--- config.mk ---
export PLATFORM = sky130hd
export DESIGN_NAME = vga_timing_gen
export DESIGN_NICKNAME = d
export VERILOG_FILES = /design/src/rtl/vga_timing_gen.sv
export SDC_FILE = /design/constraint.sdc
export NUM_CORES = 1
export LEC_CHECK = 0
export CORE_ASPECT_RATIO = 0.7
export CORE_MARGIN = 2
export CORE_UTILIZATION = 25
export DETAILED_ROUTE_END_ITERATION = 12
export PLACE_DENSITY_LB_ADDON = 0.25
export SYNTH_ARGS = -nofsm -noshare
export SYNTH_HDL_FRONTEND = slang
export SYNTH_SLANG_ARGS = --single-unit
--- constraint.sdc ---
create_clock -name pixel_clock -period 3.66 [get_ports pixel_clock]
set_input_delay 0.915 -clock pixel_clock [delete_from_list [all_inputs] [get_ports pixel_clock]]
set_output_delay 0.915 -clock pixel_clock [all_outputs]
set_load 0.02 [all_outputs]
--- src/rtl/vga_timing_gen.sv ---
// Raster timing generator for the VGA output stage.
// Pixel and line counters plus sync, blank and strobe decodes, all registered.
// Outputs are decoded from the next-state counter values, so every output lines up
// with the pixel_count/line_count presented in the same cycle.
module vga_timing_gen #(
  parameter int unsigned H_ACTIVE = 640,
  parameter int unsigned H_FRONT  = 16,
  parameter int unsigned H_SYNC   = 96,
  parameter int unsigned H_BACK   = 48,
  parameter int unsigned V_ACTIVE = 480,
  parameter int unsigned V_FRONT  = 10,
  parameter int unsigned V_SYNC   = 2,
  parameter int unsigned V_BACK   = 33,
  parameter bit          SYNC_POL = 1'b0,
  parameter int unsigned CNT_W    = 11
) (
  input  logic             pixel_clock,
  input  logic             reset,
  input  logic             pixel_ce,
  output logic [CNT_W-1:0] pixel_count,
  output logic [CNT_W-1:0] line_count,
  output logic             h_synch,
  output logic             v_synch,
  output logic             blank,
  output logic             line_start,
  output logic             frame_start
);

  localparam int unsigned H_TOTAL = H_ACTIVE + H_FRONT + H_SYNC + H_BACK;
  localparam int unsigned V_TOTAL = V_ACTIVE + V_FRONT + V_SYNC + V_BACK;

  // Decode boundaries at counter width; sync end is exclusive.
  localparam logic [CNT_W-1:0] H_LAST     = CNT_W'(H_TOTAL - 1);
  localparam logic [CNT_W-1:0] V_LAST     = CNT_W'(V_TOTAL - 1);
  localparam logic [CNT_W-1:0] H_ACT_END  = CNT_W'(H_ACTIVE);
  localparam logic [CNT_W-1:0] V_ACT_END  = CNT_W'(V_ACTIVE);
  localparam logic [CNT_W-1:0] H_SYNC_BEG = CNT_W'(H_ACTIVE + H_FRONT);
  localparam logic [CNT_W-1:0] H_SYNC_END = CNT_W'(H_ACTIVE + H_FRONT + H_SYNC);
  localparam logic [CNT_W-1:0] V_SYNC_BEG = CNT_W'(V_ACTIVE + V_FRONT);
  localparam logic [CNT_W-1:0] V_SYNC_END = CNT_W'(V_ACTIVE + V_FRONT + V_SYNC);

  logic [CNT_W-1:0] r_pixel_count;
  logic [CNT_W-1:0] r_line_count;
  logic             r_h_synch;
  logic             r_v_synch;
  logic             r_blank;
  logic             r_line_start;
  logic             r_frame_start;

  logic             w_pix_last;
  logic             w_line_last;
  logic [CNT_W-1:0] w_pix_next;
  logic [CNT_W-1:0] w_line_next;
  logic             w_h_synch_next;
  logic             w_v_synch_next;
  logic             w_blank_next;
  logic             w_line_start_next;
  logic             w_frame_start_next;

  // Next-state counters: pixel wraps at end of line, line wraps at end of frame.
  always_comb begin
    w_pix_last  = (r_pixel_count == H_LAST);
    w_line_last = (r_line_count == V_LAST);
    w_pix_next  = w_pix_last ? '0 : r_pixel_count + 1'b1;
    w_line_next = r_line_count;
    if (w_pix_last) begin
      w_line_next = w_line_last ? '0 : r_line_count + 1'b1;
    end
  end

  // Decode outputs from the next-state counters so they register alongside them.
  always_comb begin
    w_blank_next       = (w_pix_next >= H_ACT_END) || (w_line_next >= V_ACT_END);
    w_h_synch_next     = ((w_pix_next >= H_SYNC_BEG) && (w_pix_next < H_SYNC_END)) ?
                         SYNC_POL : ~SYNC_POL;
    // Vertical sync spans whole lines, so its edges land on pixel 0.
    w_v_synch_next     = ((w_line_next >= V_SYNC_BEG) && (w_line_next < V_SYNC_END)) ?
                         SYNC_POL : ~SYNC_POL;
    w_line_start_next  = (w_pix_next == '0);
    w_frame_start_next = (w_pix_next == '0) && (w_line_next == '0);
  end

  // State registers; reset parks on the last back-porch pixel of the frame.
  always_ff @(posedge pixel_clock or posedge reset) begin
    if (reset) begin
      r_pixel_count <= H_LAST;
      r_line_count  <= V_LAST;
      r_blank       <= 1'b1;
      r_h_synch     <= ~SYNC_POL;
      r_v_synch     <= ~SYNC_POL;
      r_line_start  <= 1'b0;
      r_frame_start <= 1'b0;
    end else if (pixel_ce) begin
      r_pixel_count <= w_pix_next;
      r_line_count  <= w_line_next;
      r_blank       <= w_blank_next;
      r_h_synch     <= w_h_synch_next;
      r_v_synch     <= w_v_synch_next;
      r_line_start  <= w_line_start_next;
      r_frame_start <= w_frame_start_next;
    end
  end

  assign pixel_count = r_pixel_count;
  assign line_count  = r_line_count;
  assign h_synch     = r_h_synch;
  assign v_synch     = r_v_synch;
  assign blank       = r_blank;
  assign line_start  = r_line_start;
  assign frame_start = r_frame_start;

endmodule

==> key figures <==
Outcome
  – Status: finished clean

Global route
  – Total GRT Usage: between 10% and 20%
  – Global route overflow: 0
  – First-pass GRT wire length: 9.93 mm
  – Largest net degree at the start of global routing: 28
  – Initial antenna violation count: 0
  – Vias in the first global route: about 1800

STA
  – Setup TNS: 0 ns
  – Slew @ Worst Pin: about 0.64 ns
  – Maximum clock rate: roughly 310 MHz
  – Final Setup Violations: 0
  – Final Hold Viols: 0
  – RSZ-0062 raised after global routing: no
  – WHS: roughly 0.5 ns
  – Worst clock skew: about 0.0045 ns
  – Final Max Slew Viols: 0
  – Max-slew headroom: a little under three fifths
  – Final min period: about 3.2 ns
  – Final worst path period share: 87.5%

Route
  – WL/cell: 15.8 µm
  – DRT Pass-1 Iters: 4
  – Vias per cell: between 5 and 6
  – Post-Route WL: slightly below 6 mm
  – Residual DRC: 0
  – Antenna Nets Post-Route: 0
  – DRT iter0 DRCs: approximately 140
  – Vias: about 2000

Place
  – # port buffers: 29
  – DP Wirelength: 4.14 mm
  – RePlAce Congestion: about 0.86

Layout
  – Fillers: about 840
  – Inserted Diodes: 0
  – Share of cells above drive strength 1: 11.4%
  – Final core utilization: a little under a third
  – Nets: 270
  – Layout area overhead: 20.2%

Power and ir drop
  – Flop pwr share: between 40% and 50%
  – Leak Pwr: 0.000852 µW
  – Comb pwr share: between 30% and 40%
  – Sw Share: between 30% and 40%
  – Sw Pwr: 352 µW
  – Int Pwr: around 650 µW
  – Peak supply drop: roughly 0.34 mV
  – PD cells: around 410 nW/µm²
  – Clk pwr share: about a quarter

Critical path
  – CP peak stage delay: ~0.72 ns
  – Worst path cell trace: ha_1 -> nand4_1 -> or4_1 -> or4_1 -> a21boi_1 -> o22ai_1 -> o32a_1
  – Critical Path RT: around 3.9 ns
  – Most common cell type on the critical path: or4_1
  – Slowest-stage cell, CP: or4_1
  – Worst reg2reg path depth: 7
  – Critical path capture point type: flop
  – Critical path type: flop to flop
  – Crit-path max FO: 11
  – Worst Setup Start Kind: flop
  – Arrival @ worst endpoint: ~3.4 ns

Synth
  – Synth Instances: about 250
  – Netlist cell types: between 40 and 50
  – Syn_nets: 260
  – Synthesized area per cell: 7.99 µm²
  – Synth top cells by count: clkbuf_1, o21ai_0, nand2_1, nor2_1, nand3_1
  – Cell Area, Synth: 2030 µm²
  – Ys async rst share: between 90% and 100%
  – Primary FF master, synth: dfrtp_1
  – Post-synth EDFFs: 0
  – Post-synthesis register bit count: 27
  – Synth area leader: dfrtp_1
  – Ys Warns: 0
  – Post-synth top area share: between 15 and 20%
  – Register area share after synthesis: between 30% and 40%
  – Largest cells by area after synthesis: dfrtp_1, dfstp_2, o21ai_0, clkbuf_1, nand3_1

Floorplan
  – Chip height: between 70 and 80 µm
  – I/O Pins: 30
  – Std-Cell Rows: 27
  – Starting density of the core: 25.8%
  – Die area: roughly 8900 µm²
  – Die Width: 112 µm
  – Area of the core: 7870 µm²

Clock tree
  – Clk buf depth: 2
  – CTS tree: built
  – H-tree levels: 1
  – Clock sink count: 27
  – CTS Hold Bufs: 0
  – CTS-repair resized insts: 0
  – Clock Pin Slew Worst Setup and Hold Paths: around 0.070 ns
  – Postcts setup bufs: 0
  – Total CTS buffers: 3
  – Root Buffer: clkbuf_16
  – Worst-Skew Late Latency: 0.27 ns

Flow run
  – MaxCap Viol Count: 0

Hold path
  – Hold Path Class: flop to flop
  – Hold path cells: 2
==> final cells by class <==
class                   count  area (µm²)  area share [%]
multi-input cells         193        1200            49.2
flip-flops and latches     27         692            28.4
repair buffers             32         313            12.8
well taps                 101         126            5.18
clock buffers               3        75.1            3.08
inverters                   7        26.3            1.08
clock inverters             1        5.00           0.205
==> per-layer routing <==
metal,vias to the layer above,wire [µm],track usage (%)
li1,956,-,-
met1,932,3220,22.1
met2,71,2190,19.0
met3,2,338,3.36
met4,0,19,1.48
met5,-,0,0
==> registers in the layout, indices dropped and copies added, names as in the netlist <==
| register | count |
|---|---|
| blank | 1 |
| line_start | 1 |
| frame_start | 1 |
| pixel_count | 11 |
| line_count | 11 |
| v_synch | 1 |
| h_synch | 1 |
==> final timing paths <==
path | startpoint | endpoint | slack [ns]
min in group asynchronous | reset | pixel_count[5] | 1.03
max in group asynchronous | reset | v_synch | 2.32
max | pixel_count[0] | v_synch | 0.46
min | blank | blank | 0.50
min reg2reg | blank | blank | 0.50
max reg2reg | pixel_count[0] | v_synch | 0.46
==> power by group through the flow <==
stage	Clock, µW	Combinational, µW	Sequential [µW]
after floorplan	0	205	436
after global placement	0	305	447
after detailed placement	0	304	452
after CTS	271	306	447
after global routing	284	336	466
final	257	303	446
==> critical path: cells and delay by family, from the launching register on <==
family          cells  cell delay [ns]
flops               1             0.59
fa+ha+maj           1             0.28
simple gates        3             1.63
compound gates      3             0.63
==> per-stage QoR <==
| step | area [µm²] | instances | power, µW | setup slack [ns] |
|---|---|---|---|---|
| after floorplan | 2030 | 254 | 641 | 0.790 |
| after global placement | 2360 | 360 | 752 | 0.544 |
| after detailed placement | 2360 | 360 | 756 | 0.502 |
| after CTS | 2440 | 364 | 1020 | 0.471 |
| after global routing | 2440 | 364 | 1080 | 0.285 |
| final | 2440 | 364 | 1010 | 0.459 |
==> kinds of logic (layout without fill, tap and decap cells) <==
kind of cell,after synthesis,after routing,share of synthesized area (%)
AO/OA/AOI/OAI,63,63,19.8
AND/OR/NAND/NOR,110,110,29.8
multiplexers,3,3,1.67
adder cells (fa/ha/maj),3,3,1.85
buffers and inverters,34,43,6.72
flip-flops,27,27,34.1
XOR/XNOR,14,14,6.05
==> placed cells by master, fill, tap and decap left out, types with 2 or more instances in the layout <==
| cell type | n |
|---|---|
| a211oi_1 | 3 |
| a21oi_1 | 9 |
| a31oi_1 | 6 |
| and3_1 | 5 |
| and4_1 | 2 |
| buf_4 | 3 |
| clkbuf_16 | 3 |
| clkdlybuf4s50_1 | 29 |
| dfrtp_1 | 14 |
| dfstp_2 | 13 |
| ha_1 | 3 |
| inv_1 | 7 |
| mux2_2 | 3 |
| nand2_1 | 20 |
| nand2b_1 | 6 |
| nand3_1 | 16 |
| nand3b_1 | 2 |
| nand4_1 | 10 |
| nand4b_1 | 3 |
| nor2_1 | 20 |
| nor2b_1 | 2 |
| nor3_1 | 6 |
| nor4_1 | 5 |
| o211ai_1 | 2 |
| o21ai_0 | 23 |
| o31ai_1 | 7 |
| o41ai_1 | 2 |
| or2_2 | 2 |
| or4_1 | 4 |
| or4b_2 | 2 |
| xnor2_1 | 9 |
| xor2_1 | 5 |
No activity file was read; power rests on OpenSTA's default activity.
==> variant: new RTL, same settings <==
Set the parameter `SYNC_POL` to 1'b1 (it was 1'b0).
--- a/src/rtl/vga_timing_gen.sv
+++ b/src/rtl/vga_timing_gen.sv
@@ -11,7 +11,7 @@
   parameter int unsigned V_FRONT  = 10,
   parameter int unsigned V_SYNC   = 2,
   parameter int unsigned V_BACK   = 33,
-  parameter bit          SYNC_POL = 1'b0,
+  parameter bit          SYNC_POL = 1'b1,
   parameter int unsigned CNT_W    = 11
 ) (
   input  logic             pixel_clock,
Check against the original RTL: not equivalent (Yosys sat finds a counterexample within 4 cycles, from zero or initial values and one cycle with reset high).
==> variant against the original RTL <==
Cell count shrank 3.8%; worst setup slack gained 0.26 ns; power shrank 4.2%; worst hold slack gained 0.020 ns; count of clock-buffer cells in the layout is the same; design area shrank 4.6%; sequential cell count is the same; wire length shrank 8.5%; synthesized area shrank 5.5%; critical path type unchanged; highest routed layer unchanged.
==> variant: results (changes against the original RTL) <==
\begin{tabular}{lr}
\hline
Metric & Value \\
\hline
\multicolumn{2}{l}{\textbf{Run status}} \\
\quad Status & completed \\
\multicolumn{2}{l}{\textbf{GRT}} \\
\quad Wire length of the first global-routing pass & 8560 um (-14\%) \\
\quad Pin count of the biggest net entering global routing & 25 (-11\%) \\
\quad Met3 routing resource usage after global routing & 0.0323 (-0.00127) \\
\quad Total routing usage reported by global routing & 0.130 (-0.00885) \\
\quad Met2 track utilization from global routing & 0.166 (-0.0247) \\
\multicolumn{2}{l}{\textbf{CTS}} \\
\quad Clock tree root driver cell & clkbuf\_8 \\
\quad Clock slew at the register clock pins of the worst setup and hold paths & 0.11 ns (+0.04 ns) \\
\quad Insertion delay of the later-clocked pin in the worst-skew pair & 0.29 ns (+0.02 ns) \\
\multicolumn{2}{l}{\textbf{Synthesis}} \\
\quad Post-synthesis mux area share & 0.0170 (+0.000315) \\
\quad XOR/XNOR share of the synthesized area & 0.0685 (+0.00808) \\
\quad Register area share after synthesis & 0.360 (+0.0185) \\
\quad Count of distinct cell types in the synthesized netlist & 51 (+4.1\%) \\
\quad Top cells by count, synth & 23 x o21ai\_0, 22 x nand2\_1, 17 x nor2\_1 \\
\multicolumn{2}{l}{\textbf{Power and ir drop}} \\
\quad Power drawn by the sequential cells & 456 uW (+2\%) \\
\quad Sw power & 368 uW (+4.4\%) \\
\quad Combinational group share of total power & 0.341 (+0.040) \\
\quad Highest ir drop seen on vdd & 0.182 mV (-47\%) \\
\quad Static leakage & 0.776 nW (-8.8\%) \\
\multicolumn{2}{l}{\textbf{Routing}} \\
\quad Average wire per cell in the routed design & 15.1 um (-4.9\%) \\
\quad Met1 layer wirelength in the final routing & 2850 um (-11\%) \\
\quad Via total after detailed routing & 1851 (-5.6\%) \\
\quad Routed met2 length & 2040 um (-6.8\%) \\
\quad Number of violations reported at the end of detailed-routing iteration 0 & 112 (-18\%) \\
\multicolumn{2}{l}{\textbf{STA}} \\
\quad Min Hold Slack & 0.520 ns (+0.0203 ns) \\
\quad Setup skew after layout & 0.0134 ns (+0.00892 ns) \\
\multicolumn{2}{l}{\textbf{Place}} \\
\quad Dpl cells & 346 (-3.9\%) \\
\quad Routability cong. & 0.865 (+1.1\%) \\
\quad Setup slack after placement & 0.760 ns (+0.258 ns) \\
\quad HPWL Detailed & 3830 um (-7.6\%) \\
\multicolumn{2}{l}{\textbf{Final layout}} \\
\quad Layout cell share with drive strength beyond 1 & 0.103 (-0.0109) \\
\quad Final net count & 259 (-4.1\%) \\
\multicolumn{2}{l}{\textbf{Critical path}} \\
\quad Worst Setup EP & frame\_start \\
\quad Data arrival time at the worst-slack endpoint & 3.17 ns (-0.23 ns) \\
\hline
\end{tabular}
variant: cell types whose count changed after synthesis, moves of 3 or more:
| cell | before | now |
|---|---|---|
| or3_1 | 0 | 4 |
| nor4_1 | 5 | 1 |
| xnor2_1 | 9 | 12 |
| o31ai_1 | 7 | 3 |
| nand3_1 | 16 | 13 |
| inv_1 | 7 | 12 |
| clkbuf_1 | 23 | 14 |
| nand4b_1 | 3 | 0 |
| a21oi_1 | 9 | 5 |
| nor2_1 | 20 | 17 |
variant: final cells by class:
cell class / instances / area [sq um]
clock buffers: 3 / 41.3
clock inverters: 1 / 5.00
fillers: 809 / 5030
inverters: 12 / 45.0
multi-input cells: 177 / 1110
flip-flops and latches: 27 / 689
well taps: 98 / 123
repair buffers: 32 / 313
variant: tightest hold or removal path, stage by stage (launching register included):
cell	delay [ns]
dfstp_2	0.38
nor2_1	0.08
a41oi_1	0.06
